File: config.mk
export PLATFORM = sky130hd
export DESIGN_NAME = uart_alu_cmd_ctrl
export DESIGN_NICKNAME = d
export VERILOG_FILES = /design/src/rtl/uart_alu_pkg.sv /design/src/rtl/uart_alu_timeout_counter.sv /design/src/rtl/uart_alu_cmd_ctrl.sv
export SDC_FILE = /design/constraint.sdc
export NUM_CORES = 1
export LEC_CHECK = 0
export ABC_AREA = 1
export BUFFER_PORTS_ARGS = -buffer_cell sky130_fd_sc_hd__buf_2
export CAP_MARGIN = 20
export CORE_MARGIN = 5
export CORE_UTILIZATION = 55
export CTS_BUF_LIST = sky130_fd_sc_hd__clkbuf_8
export CTS_CLUSTER_SIZE = 30
export DETAILED_ROUTE_END_ITERATION = 8
export MAX_ROUTING_LAYER = met4
export PLACE_DENSITY = 0.84
export SETUP_SLACK_MARGIN = 0.05
export SKIP_LAST_GASP = 1
export SLEW_MARGIN = 10
export SYNTH_ARGS = -nofsm -noshare
export SYNTH_HDL_FRONTEND = slang
export SYNTH_SLANG_ARGS = --single-unit
File: constraint.sdc
create_clock -name i_clk -period 1.6 [get_ports i_clk]
set_input_delay 0.08 -clock i_clk [delete_from_list [all_inputs] [get_ports i_clk]]
set_output_delay 0.08 -clock i_clk [all_outputs]
set_load 0.005 [all_outputs]
File: src/rtl/uart_alu_pkg.sv
// Shared types, default widths and the frame-tag decoder for the UART/ALU command path.
package uart_alu_pkg;

    localparam int unsigned NB_DATA_DEF = 8;
    localparam int unsigned NB_OP_DEF   = 6;
    localparam int unsigned NB_TAG_DEF  = 2;

    typedef enum logic [1:0] {
        COLLECT = 2'd0,
        EXEC    = 2'd1,
        SEND    = 2'd2,
        WAIT_TX = 2'd3
    } state_e;

    typedef enum logic [1:0] {
        TAG_OPERAND = 2'd0,
        TAG_OPCODE  = 2'd1,
        TAG_INVALID = 2'd2
    } tag_kind_e;

    // Tags below the operand count address operand slots, the next tag is
    // the opcode, and anything above that does not name a slot.
    function automatic tag_kind_e decode_tag(input int unsigned tag,
                                             input int unsigned nOperands);
        if (tag < nOperands) begin
            return TAG_OPERAND;
        end else if (tag == nOperands) begin
            return TAG_OPCODE;
        end else begin
            return TAG_INVALID;
        end
    endfunction

endpackage

File: src/rtl/uart_alu_timeout_counter.sv
// Idle counter for partially collected commands: counts while enabled and
// fires a single-cycle expiry when it reaches the programmed terminal value.
module uart_alu_timeout_counter #(
    parameter int unsigned NB_CNT = 10
) (
    input  logic              clk_i,
    input  logic              rst_i,
    input  logic              clear_i,
    input  logic              enable_i,
    input  logic [NB_CNT-1:0] limit_i,
    output logic              expire_o
);

    logic [NB_CNT-1:0] count_q;
    logic [NB_CNT-1:0] count_d;

    // Clear wins over expiry so a frame landing on the terminal cycle keeps the command alive.
    always_comb begin
        expire_o = enable_i && !clear_i && (count_q == limit_i);
        count_d  = count_q;
        if (clear_i || expire_o) begin
            count_d = '0;
        end else if (enable_i) begin
            count_d = count_q + 1'b1;
        end
    end

    // Count register with asynchronous reset.
    always_ff @(posedge clk_i or posedge rst_i) begin
        if (rst_i) begin
            count_q <= '0;
        end else begin
            count_q <= count_d;
        end
    end

endmodule

File: src/rtl/uart_alu_cmd_ctrl.sv
// Command controller: gathers tagged UART frames into operand/opcode slots,
// fires the ALU once all slots are written, and sends the result back out.
module uart_alu_cmd_ctrl
    import uart_alu_pkg::*;
#(
    parameter int unsigned NB_DATA        = NB_DATA_DEF,
    parameter int unsigned NB_OP          = NB_OP_DEF,
    parameter int unsigned N_OPERANDS     = 2,
    parameter int unsigned NB_TAG         = NB_TAG_DEF,
    parameter int unsigned NB_FRAME       = NB_TAG + NB_DATA,
    parameter int unsigned TIMEOUT_CYCLES = 1024
) (
    input  logic                           i_clk,
    input  logic                           i_reset,
    input  logic [NB_FRAME-1:0]            i_rx_data,
    input  logic                           i_rx_done,
    input  logic                           i_tx_busy,
    input  logic [NB_DATA-1:0]             i_alu_result,
    output logic [N_OPERANDS*NB_DATA-1:0]  o_operands,
    output logic [NB_OP-1:0]               o_opcode,
    output logic                           o_alu_valid,
    output logic [NB_DATA-1:0]             o_tx_data,
    output logic                           o_tx_start,
    output logic                           o_frame_err,
    output logic                           o_overrun,
    output logic                           o_timeout
);

    localparam int unsigned NB_FLAGS = N_OPERANDS + 1;
    localparam int unsigned NB_CNT   = (TIMEOUT_CYCLES > 2) ? $clog2(TIMEOUT_CYCLES) : 1;
    localparam logic [NB_CNT-1:0] TO_LIMIT =
        (TIMEOUT_CYCLES > 0) ? NB_CNT'(TIMEOUT_CYCLES - 1) : '0;
    localparam logic TO_ENABLED = (TIMEOUT_CYCLES != 0);

    state_e                          state_q;
    logic [NB_FLAGS-1:0]             flags_q;
    logic [N_OPERANDS*NB_DATA-1:0]   operands_q;
    logic [NB_OP-1:0]                opcode_q;
    logic [NB_DATA-1:0]              txData_q;
    logic                            aluValid_q;
    logic                            txStart_q;
    logic                            frameErr_q;
    logic                            overrun_q;
    logic                            timeout_q;
    logic                            seenBusy_q;

    logic [NB_TAG-1:0]               rxTag;
    logic [NB_DATA-1:0]              rxPayload;
    tag_kind_e                       rxKind;
    logic                            rxValidTag;
    logic                            frameAccept;
    logic [NB_FLAGS-1:0]             setMask;
    logic                            commandDone;
    logic                            toClear;
    logic                            toEnable;
    logic                            toExpire;

    assign rxTag       = i_rx_data[NB_FRAME-1:NB_DATA];
    assign rxPayload   = i_rx_data[NB_DATA-1:0];
    assign rxKind      = decode_tag(32'(rxTag), N_OPERANDS);
    assign rxValidTag  = (rxKind != TAG_INVALID);
    assign frameAccept = i_rx_done && (state_q == COLLECT) && rxValidTag;

    // A valid tag value doubles as its flag index (operands first, opcode last).
    assign setMask     = {{N_OPERANDS{1'b0}}, 1'b1} << rxTag;
    assign commandDone = &(flags_q | setMask);

    // The idle timer only runs while a partial command sits in COLLECT.
    assign toClear  = (state_q != COLLECT) || frameAccept || (flags_q == '0);
    assign toEnable = TO_ENABLED && (state_q == COLLECT) && (flags_q != '0);

    uart_alu_timeout_counter #(
        .NB_CNT (NB_CNT)
    ) u_timeout (
        .clk_i    (i_clk),
        .rst_i    (i_reset),
        .clear_i  (toClear),
        .enable_i (toEnable),
        .limit_i  (TO_LIMIT),
        .expire_o (toExpire)
    );

    // Main controller FSM; every output is a register so pulses are clean single cycles.
    always_ff @(posedge i_clk or posedge i_reset) begin
        if (i_reset) begin
            state_q    <= COLLECT;
            flags_q    <= '0;
            operands_q <= '0;
            opcode_q   <= '0;
            txData_q   <= '0;
            aluValid_q <= 1'b0;
            txStart_q  <= 1'b0;
            frameErr_q <= 1'b0;
            overrun_q  <= 1'b0;
            timeout_q  <= 1'b0;
            seenBusy_q <= 1'b0;
        end else begin
            aluValid_q <= 1'b0;
            txStart_q  <= 1'b0;
            frameErr_q <= 1'b0;
            overrun_q  <= 1'b0;
            timeout_q  <= 1'b0;

            case (state_q)
                COLLECT: begin
                    if (i_rx_done && !rxValidTag) begin
                        frameErr_q <= 1'b1;
                    end
                    if (frameAccept) begin
                        flags_q <= flags_q | setMask;
                        if (rxKind == TAG_OPCODE) begin
                            opcode_q <= rxPayload[NB_OP-1:0];
                        end else begin
                            for (int k = 0; k < int'(N_OPERANDS); k++) begin
                                if (rxTag == NB_TAG'(k)) begin
                                    operands_q[k*NB_DATA +: NB_DATA] <= rxPayload;
                                end
                            end
                        end
                        if (commandDone) begin
                            aluValid_q <= 1'b1;
                            state_q    <= EXEC;
                        end
                    end else if (toExpire) begin
                        flags_q   <= '0;
                        timeout_q <= 1'b1;
                    end
                end

                EXEC: begin
                    txData_q <= i_alu_result;
                    flags_q  <= '0;
                    state_q  <= SEND;
                end

                SEND: begin
                    if (!i_tx_busy) begin
                        txStart_q  <= 1'b1;
                        seenBusy_q <= 1'b0;
                        state_q    <= WAIT_TX;
                    end
                end

                WAIT_TX: begin
                    if (i_tx_busy) begin
                        seenBusy_q <= 1'b1;
                    end else if (seenBusy_q) begin
                        state_q <= COLLECT;
                    end
                end

                default: begin
                    state_q <= COLLECT;
                end
            endcase

            if ((state_q != COLLECT) && i_rx_done) begin
                overrun_q <= 1'b1;
            end
        end
    end

    assign o_operands  = operands_q;
    assign o_opcode    = opcode_q;
    assign o_alu_valid = aluValid_q;
    assign o_tx_data   = txData_q;
    assign o_tx_start  = txStart_q;
    assign o_frame_err = frameErr_q;
    assign o_overrun   = overrun_q;
    assign o_timeout   = timeout_q;

endmodule

==> impl_metrics.toml, run 1 <==
[worst_setup_path]
path_cells = "inv_2 -> ha_4 -> nand2_1 -> inv_2 -> nand2_4 -> inv_6 -> nor2_8 -> o21ai_2 -> nand2_2 -> nand2_1 -> nand2_1"
cp_num_buf_inv = 3
crit_required_ps = 1800
cpMostUsedCell = "nand2_1"
cp.arrival_ps = 1710
critPathMaxFanout = 4
cp-end-kind = "register"
slowest_stage = "dfrtp_1"
path_class = "reg2reg"
path_delay_family = "simple AND/OR/NAND/NOR gates"
start_kind = "register"
slowest_delay_ps = 430

[grt]
grt_max_degree = 22
antenna_found_initial = 0
first_global_vias = 1888
grt_overflow_total = 0
grt_pass1_wl_mm = 8.383
grt_util_all_layers = 0.2034

[timing]
final.min_clock_period_ps = 1506
hold_violations = 0
timing.final.crit_share = 0.9414
clock_skew_ps = 6.655
timing.final.ws_setup_ps = 93.77
setup_violations = 0
timing.fmax_ghz = 0.6639
tns_ps = 0
worstMarginPinSlew_ps = 366.3
slew_headroom = 0.7550
rsz0062_at_grt = "yes"
finalMaxSlewViolations = 0

[place]
io_buffers = 56
dpl_worst_slack_ps = 17.02
dp_hpwl_mm = 3.615
gp_congestion = 0.9052

[pwr]
leakage_nw = 1.593
switching_share = 0.3685
pwr-share-seq = 0.412
internal-power_w = 0.003097
vdd_drop_max_mv = 1.142
switching_power_w = 0.001808
powerDensity_nw_per_um2 = 1632
comb_power_share = 0.404
pwr-share-clk = 0.184

[synth]
ys_types = 25
syn_inst = 262
avgSynthCellArea_sq_um = 8.964
synth_top_area_cell = "dfrtp_1"
synth_seq_area_share = 0.5434
synth_warnings = 0
synth_ff_type = "dfrtp_1"
synth-seq-cells = 51
synth_top_area_share = 0.5434
synth_nets = 289
synth_edf_count = 0
synthArstFlopShare = 1.000
yosysMostFrequentCell = "nand2_1"
synthTopCellsByCount = "nand2_1 (84), dfrtp_1 (51), inv_1 (30)"
synth_area_leaders = "dfrtp_1 (54%), nand2_1 (13%), o21ai_2 (5.6%)"
synth_area_sq_um = 2349

[clock_tree]
clk_latency_ps = 310
clockBufferDepth = 2
cts_inserted_buffers = 5
clkTransAtPathRegs_ps = 90
tritoncts = "yes"
htree_levels = 2
cts-root-buf = "clkbuf_8"
cts_sinks = 51

[layout]
drive_gt1_frac = 0.3440
final_core_util = 0.7407
antenna_cells = 0
nNetsFinal = 369
area_growth_syn_to_layout_pct = 27.97

[floorplan]
start_util = 0.5788
die_h_um = 75.35
rows = 23
ios = 57
die_width_um = 75.35
coreArea_sq_um = 4058
dieArea_sq_um = 5677

[detailed_routing]
viasPerCell = 4.903
drc = 0
drt_wl_total_mm = 5.154
wl_per_cell_um = 13.11
dr.pass1.iters = 4
via_count = 1927
ant_nets = 0
drtIter0Drc = 76

[worst_hold_path]
min_path_type = "in2reg"

[flow_run]
drv_cap = 0

[outcome]
status = "complete, no violations"
through the flow:
step | hold WS, ps | total power, W | instance area, sq um | instances
after floorplan | 157.4 | 0.003088 | 2349 | 262
after global placement | 52.45 | 0.003668 | 2690 | 366
after detailed placement | 60.09 | 0.003746 | 2690 | 366
after CTS | 27.47 | 0.004734 | 2933 | 386
after global routing | 41.90 | 0.005259 | 3005 | 393
final | 28.54 | 0.004905 | 3005 | 393
placed cells by master, fill, tap and decap left out, drive strengths merged:
master and instances:
a21oi 4, buf 67, bufinv 1, clkbuf 5
clkinv 2, clkinvlp 1, dfrtp 51, dlygate4sd3 11
ha 5, inv 33, nand2 89, nand3 13
nand4 1, nor2 25, nor3 7, o21ai 24
o21bai 1, xnor2 1, xor2 2
layout make-up:
class	instances	area, sq um
clock buffer	5	68.82
multi-input combinational	172	930.9
sequential	51	1277
clock inverter	3	43.79
tap	50	62.56
timing repair buffer	78	485.5
inverter	34	136.4
fill	294	1052
metal layers:
layer  GRT usage  vias to the layer above  share of wire
met4     0.07767                        0          0.018
met5           -                        -              0
li1            -                      968              -
met2      0.3164                       55           0.50
met3     0.04617                        9          0.053
met1      0.2609                      895           0.43
final timing paths:
kind / startpoint / endpoint / slack, ps / depth (start not counted)
worst max-delay path: state_q[1] / flags_q[0] / 90 / 11
worst max register to register: state_q[1] / flags_q[0] / 90 / 11
worst min-delay path: i_rx_data[6] / o_operands[14] / 30 / 3
max in group asynchronous: i_reset / o_tx_data[1] / 770 / 4
min in group asynchronous: i_reset / o_operands[8] / 280 / 3
worst min register to register: o_tx_data[5] / o_tx_data[5] / 470 / 2
repair_timing:
action | in CTS | in global routing
pin swaps | 0 | 1
hold buffers | 11 | 0
endpoints found under the setup margin | 18 | 23
buffers inserted | 1 | 6
gates resized for setup | 2 | 8
cloned | 0 | 1
hold endpoints to repair | 23 | 0
state kept, by name, summed over array words and instances (netlist names):
| signal | count |
|---|---|
| o_alu_valid | 1 |
| o_overrun | 1 |
| o_tx_start | 1 |
| o_timeout | 1 |
| o_opcode | 6 |
| o_operands | 16 |
| flags_q | 3 |
| seenBusy_q | 1 |
| state_q | 2 |
| o_tx_data | 8 |
| o_frame_err | 1 |
| u_timeout.count_q | 10 |
cell families (layout without fill, tap and decap cells):
family                   count (synthesis)  count (layout)  synth area share
AO/OA/AOI/OAI                           29              29           0.08684
XOR/XNOR                                 3               3           0.01119
adder cells (fa/ha/maj)                  5               5           0.02664
buffers and inverters                   40             120           0.07406
flip-flops                              51              51            0.5434
AND/OR/NAND/NOR                        134             135            0.2579
power groups by stage:
stage | Combinational, W | Sequential (W) | Clock, W
floorplan | 0.00104 | 0.00204 | 0
global placement | 0.00164 | 0.00203 | 0
detailed placement | 0.00171 | 0.00203 | 0
CTS | 0.00180 | 0.00201 | 0.000920
global route | 0.00222 | 0.00208 | 0.000963
finish | 0.00198 | 0.00202 | 0.000902
worst reg2reg max path, stage by stage (launching register included):
cell	delay, ps
dfrtp_1	430
inv_2	100
ha_4	160
nand2_1	90
inv_2	120
nand2_4	90
inv_6	90
nor2_8	50
o21ai_2	70
nand2_2	90
nand2_1	70
nand2_1	60
Note: power is estimated with default switching activity, not from simulation.
==> run 2: changes to the inputs <==
CORE_UTILIZATION = 60   (was 55)
PLACE_DENSITY = 0.89   (was 0.84)
SYNTH_HIERARCHICAL = 1   (was unset)
clock period = 1.8 ns   (was 1.6 ns; I/O delays follow)
==> impl_metrics.toml, run 2 <==
[timing]
timing.final.ws_setup_ps = -149.8
timing.fmax_ghz = 0.5129
setup_violations = 13
clock_skew_ps = 10.43
timing.final.crit_share = 1.083
hold_violations = 0
final.min_clock_period_ps = 1950
slew_headroom = 0.6584
rsz0062_at_grt = "yes"
hold_slack_ps = 23.43
finalMaxSlewViolations = 0
worstMarginPinSlew_ps = 512.4
tns_ps = -1671

[pwr]
vdd_drop_max_mv = 0.9927
leakage_nw = 1.886
pwr-share-seq = 0.385
internal-power_w = 0.002851
pwr-share-clk = 0.185
switching_share = 0.3766
switching_power_w = 0.001723
totalPowerFinal_w = 0.004574
powerDensity_nw_per_um2 = 1361
comb_power_share = 0.429

[synth]
synth_ff_type = "dfrtp_1"
synthArstFlopShare = 1.000
synth_warnings = 6
yosysMostFrequentCell = "nand2_1"
synth_area_leaders = "dfrtp_1 (50%), nand2_1 (16%), inv_1 (5.6%)"
synth_top_area_cell = "dfrtp_1"
syn_inst = 311
avgSynthCellArea_sq_um = 8.227
synth_top_area_share = 0.4988
synth_seq_area_share = 0.4988
synth_edf_count = 0
synth-seq-cells = 51
synth_area_sq_um = 2559
ys_types = 32
synthTopCellsByCount = "nand2_1 (109), dfrtp_1 (51), inv_1 (38)"

[clock_tree]
clockBufferDepth = 2
tritoncts = "yes"
cts-root-buf = "clkbuf_8"
cts_sinks = 51
htree_levels = 2
clk_latency_ps = 310
clkTransAtPathRegs_ps = 90
cts_inserted_buffers = 5

[layout]
nNetsFinal = 439
multiInputGateArea_sq_um = 1180
final_cell_mix = "nand2_1 (107), buf_2 (56), dfrtp_1 (51)"
regArea_sq_um = 1276
layout_commonest_cell = "nand2_1"
area_growth_syn_to_layout_pct = 31.34
largest_reg_flops = 16
drive_gt1_frac = 0.3220
fill_cells = 226
final_core_util = 0.8282
antenna_cells = 0

[detailed_routing]
ant_nets = 0
drc = 0
viasPerCell = 5.013
wirelength_met1_mm = 2.597
drt_wl_total_mm = 6.343
wl_met3_um = 453
drtIter0Drc = 151
highest_layer = "met4"
dr.pass1.iters = 5
wl_per_cell_um = 13.70
via_count = 2321
dr_wl_met2_mm = 3.209

[worst_setup_path]
cp.arrival_ps = 2150
r2r_setup_slack_ps = -150
critPathMaxFanout = 8
cp-end-kind = "register"
rr_endpoint = "u_timeout/count_q[0]"
start_kind = "register"
r2r-start = "state_q[1]"
crit_required_ps = 2000
reg2reg_depth = 14
path_class = "reg2reg"
startpoint = "state_q[1]"

[grt]
antenna_found_initial = 0
grt_max_degree = 42
grt_overflow_total = 0
grt_util_all_layers = 0.2422
first_global_vias = 2334
grt_pass1_wl_mm = 10.19

[worst_hold_path]
min_delay_path_depth = 3
min_path_type = "in2reg"
hold_start = "i_rx_done"
min_to = "o_overrun"

[floorplan]
start_util = 0.6306
coreArea_sq_um = 4058
die_h_um = 75.31
ios = 57
dieArea_sq_um = 5671
die_width_um = 75.31
rows = 23

[place]
gp_congestion = 0.9065
dp_hpwl_mm = 3.954
io_buffers = 56

[outcome]
status = "finished, violations left"
violations = "negative setup slack"

[flow_run]
drv_cap = 0
==> run 2: cell types whose count changed in the layout (fill, tap and decap cells not counted), moves of 5 or more <==
cell | before | now
inv_1 | 26 | 33
nor2_2 | 3 | 14
buf_4 | 10 | 19
o21ai_0 | 9 | 17
nor2_1 | 20 | 15
conb_1 | 0 | 16
o21ai_2 | 15 | 6
nand2_1 | 82 | 107
==> run 2: routing by layer <==
layer,track usage,vias up
met5,-,-
met4,0.05825,0
met3,0.05541,9
met2,0.4132,94
met1,0.2925,1088
li1,-,1130
==> run 2: power by group through the flow <==
stage	Sequential, W	Combinational, W	Clock, W
2_1_floorplan	0.00180	0.000977	0
3_3_place_gp	0.00176	0.00162	0
3_5_place_dp	0.00176	0.00171	0
4_1_cts	0.00175	0.00182	0.000853
5_1_grt	0.00181	0.00216	0.000911
6_report	0.00176	0.00196	0.000847
==> run 2: what timing repair did <==
item | 4_1_cts | 5_1_grt
resized for setup | 1 | 7
endpoints found under the hold margin | 59 | 1
setup endpoints to repair | 4 | 16
pin swaps | 5 | 2
setup buffers | 6 | 4
hold buffers | 9 | 1
==> run 2: area by class of cell <==
type | instances | share of cell area
Clock buffer | 6 | 0.02457
Clock inverter | 2 | 0.01154
Inverter | 45 | 0.05287
Multi-Input combinational cell | 223 | 0.3511
Sequential cell | 51 | 0.3797
Tap cell | 50 | 0.01862
Timing Repair Buffer | 86 | 0.1616
==> run 2: critical path, stage by stage (launching register included) <==
cell and delay, ps:
dfrtp_1 420, inv_2 110, ha_4 180, inv_4 40, a31oi_4 140, nand2_2 100, inv_4 70, nand2_4 50
nor2_2 60, nand2_1 60, nor2_2 160, nand3_4 140, buf_12 160, nand2_8 100, nor2_2 40
==> run 2: kinds of logic after synthesis <==
kind of cell / count (synthesis) / share of synthesized area
and+or+nand+nor: 164 / 0.2895
buffers and inverters: 52 / 0.08557
DFF: 51 / 0.4988
AOI/OAI and AO/OA: 29 / 0.06944
xor gates and xnor gates: 9 / 0.03080
adders and majority gates: 5 / 0.02445
other: 1 / 0.001466
==> run 2: worst max-delay path by stage <==
stage	to	depth (start not counted)
floorplan	flags_q[1]	15
global placement	flags_q[2]	15
detailed placement	flags_q[1]	15
CTS	flags_q[1]	15
global route	u_timeout/count_q[0]	14
finish	u_timeout/count_q[0]	14
==> run 2: metrics by stage <==
step	cells	setup slack [ps]	cell area, sq um
2_1_floorplan	326	-42.36	2656
3_3_place_gp	435	24.57	3025
3_5_place_dp	435	-35.44	3025
4_1_cts	458	0.1221	3284
5_1_grt	463	-221.4	3361
6_report	463	-149.8	3361
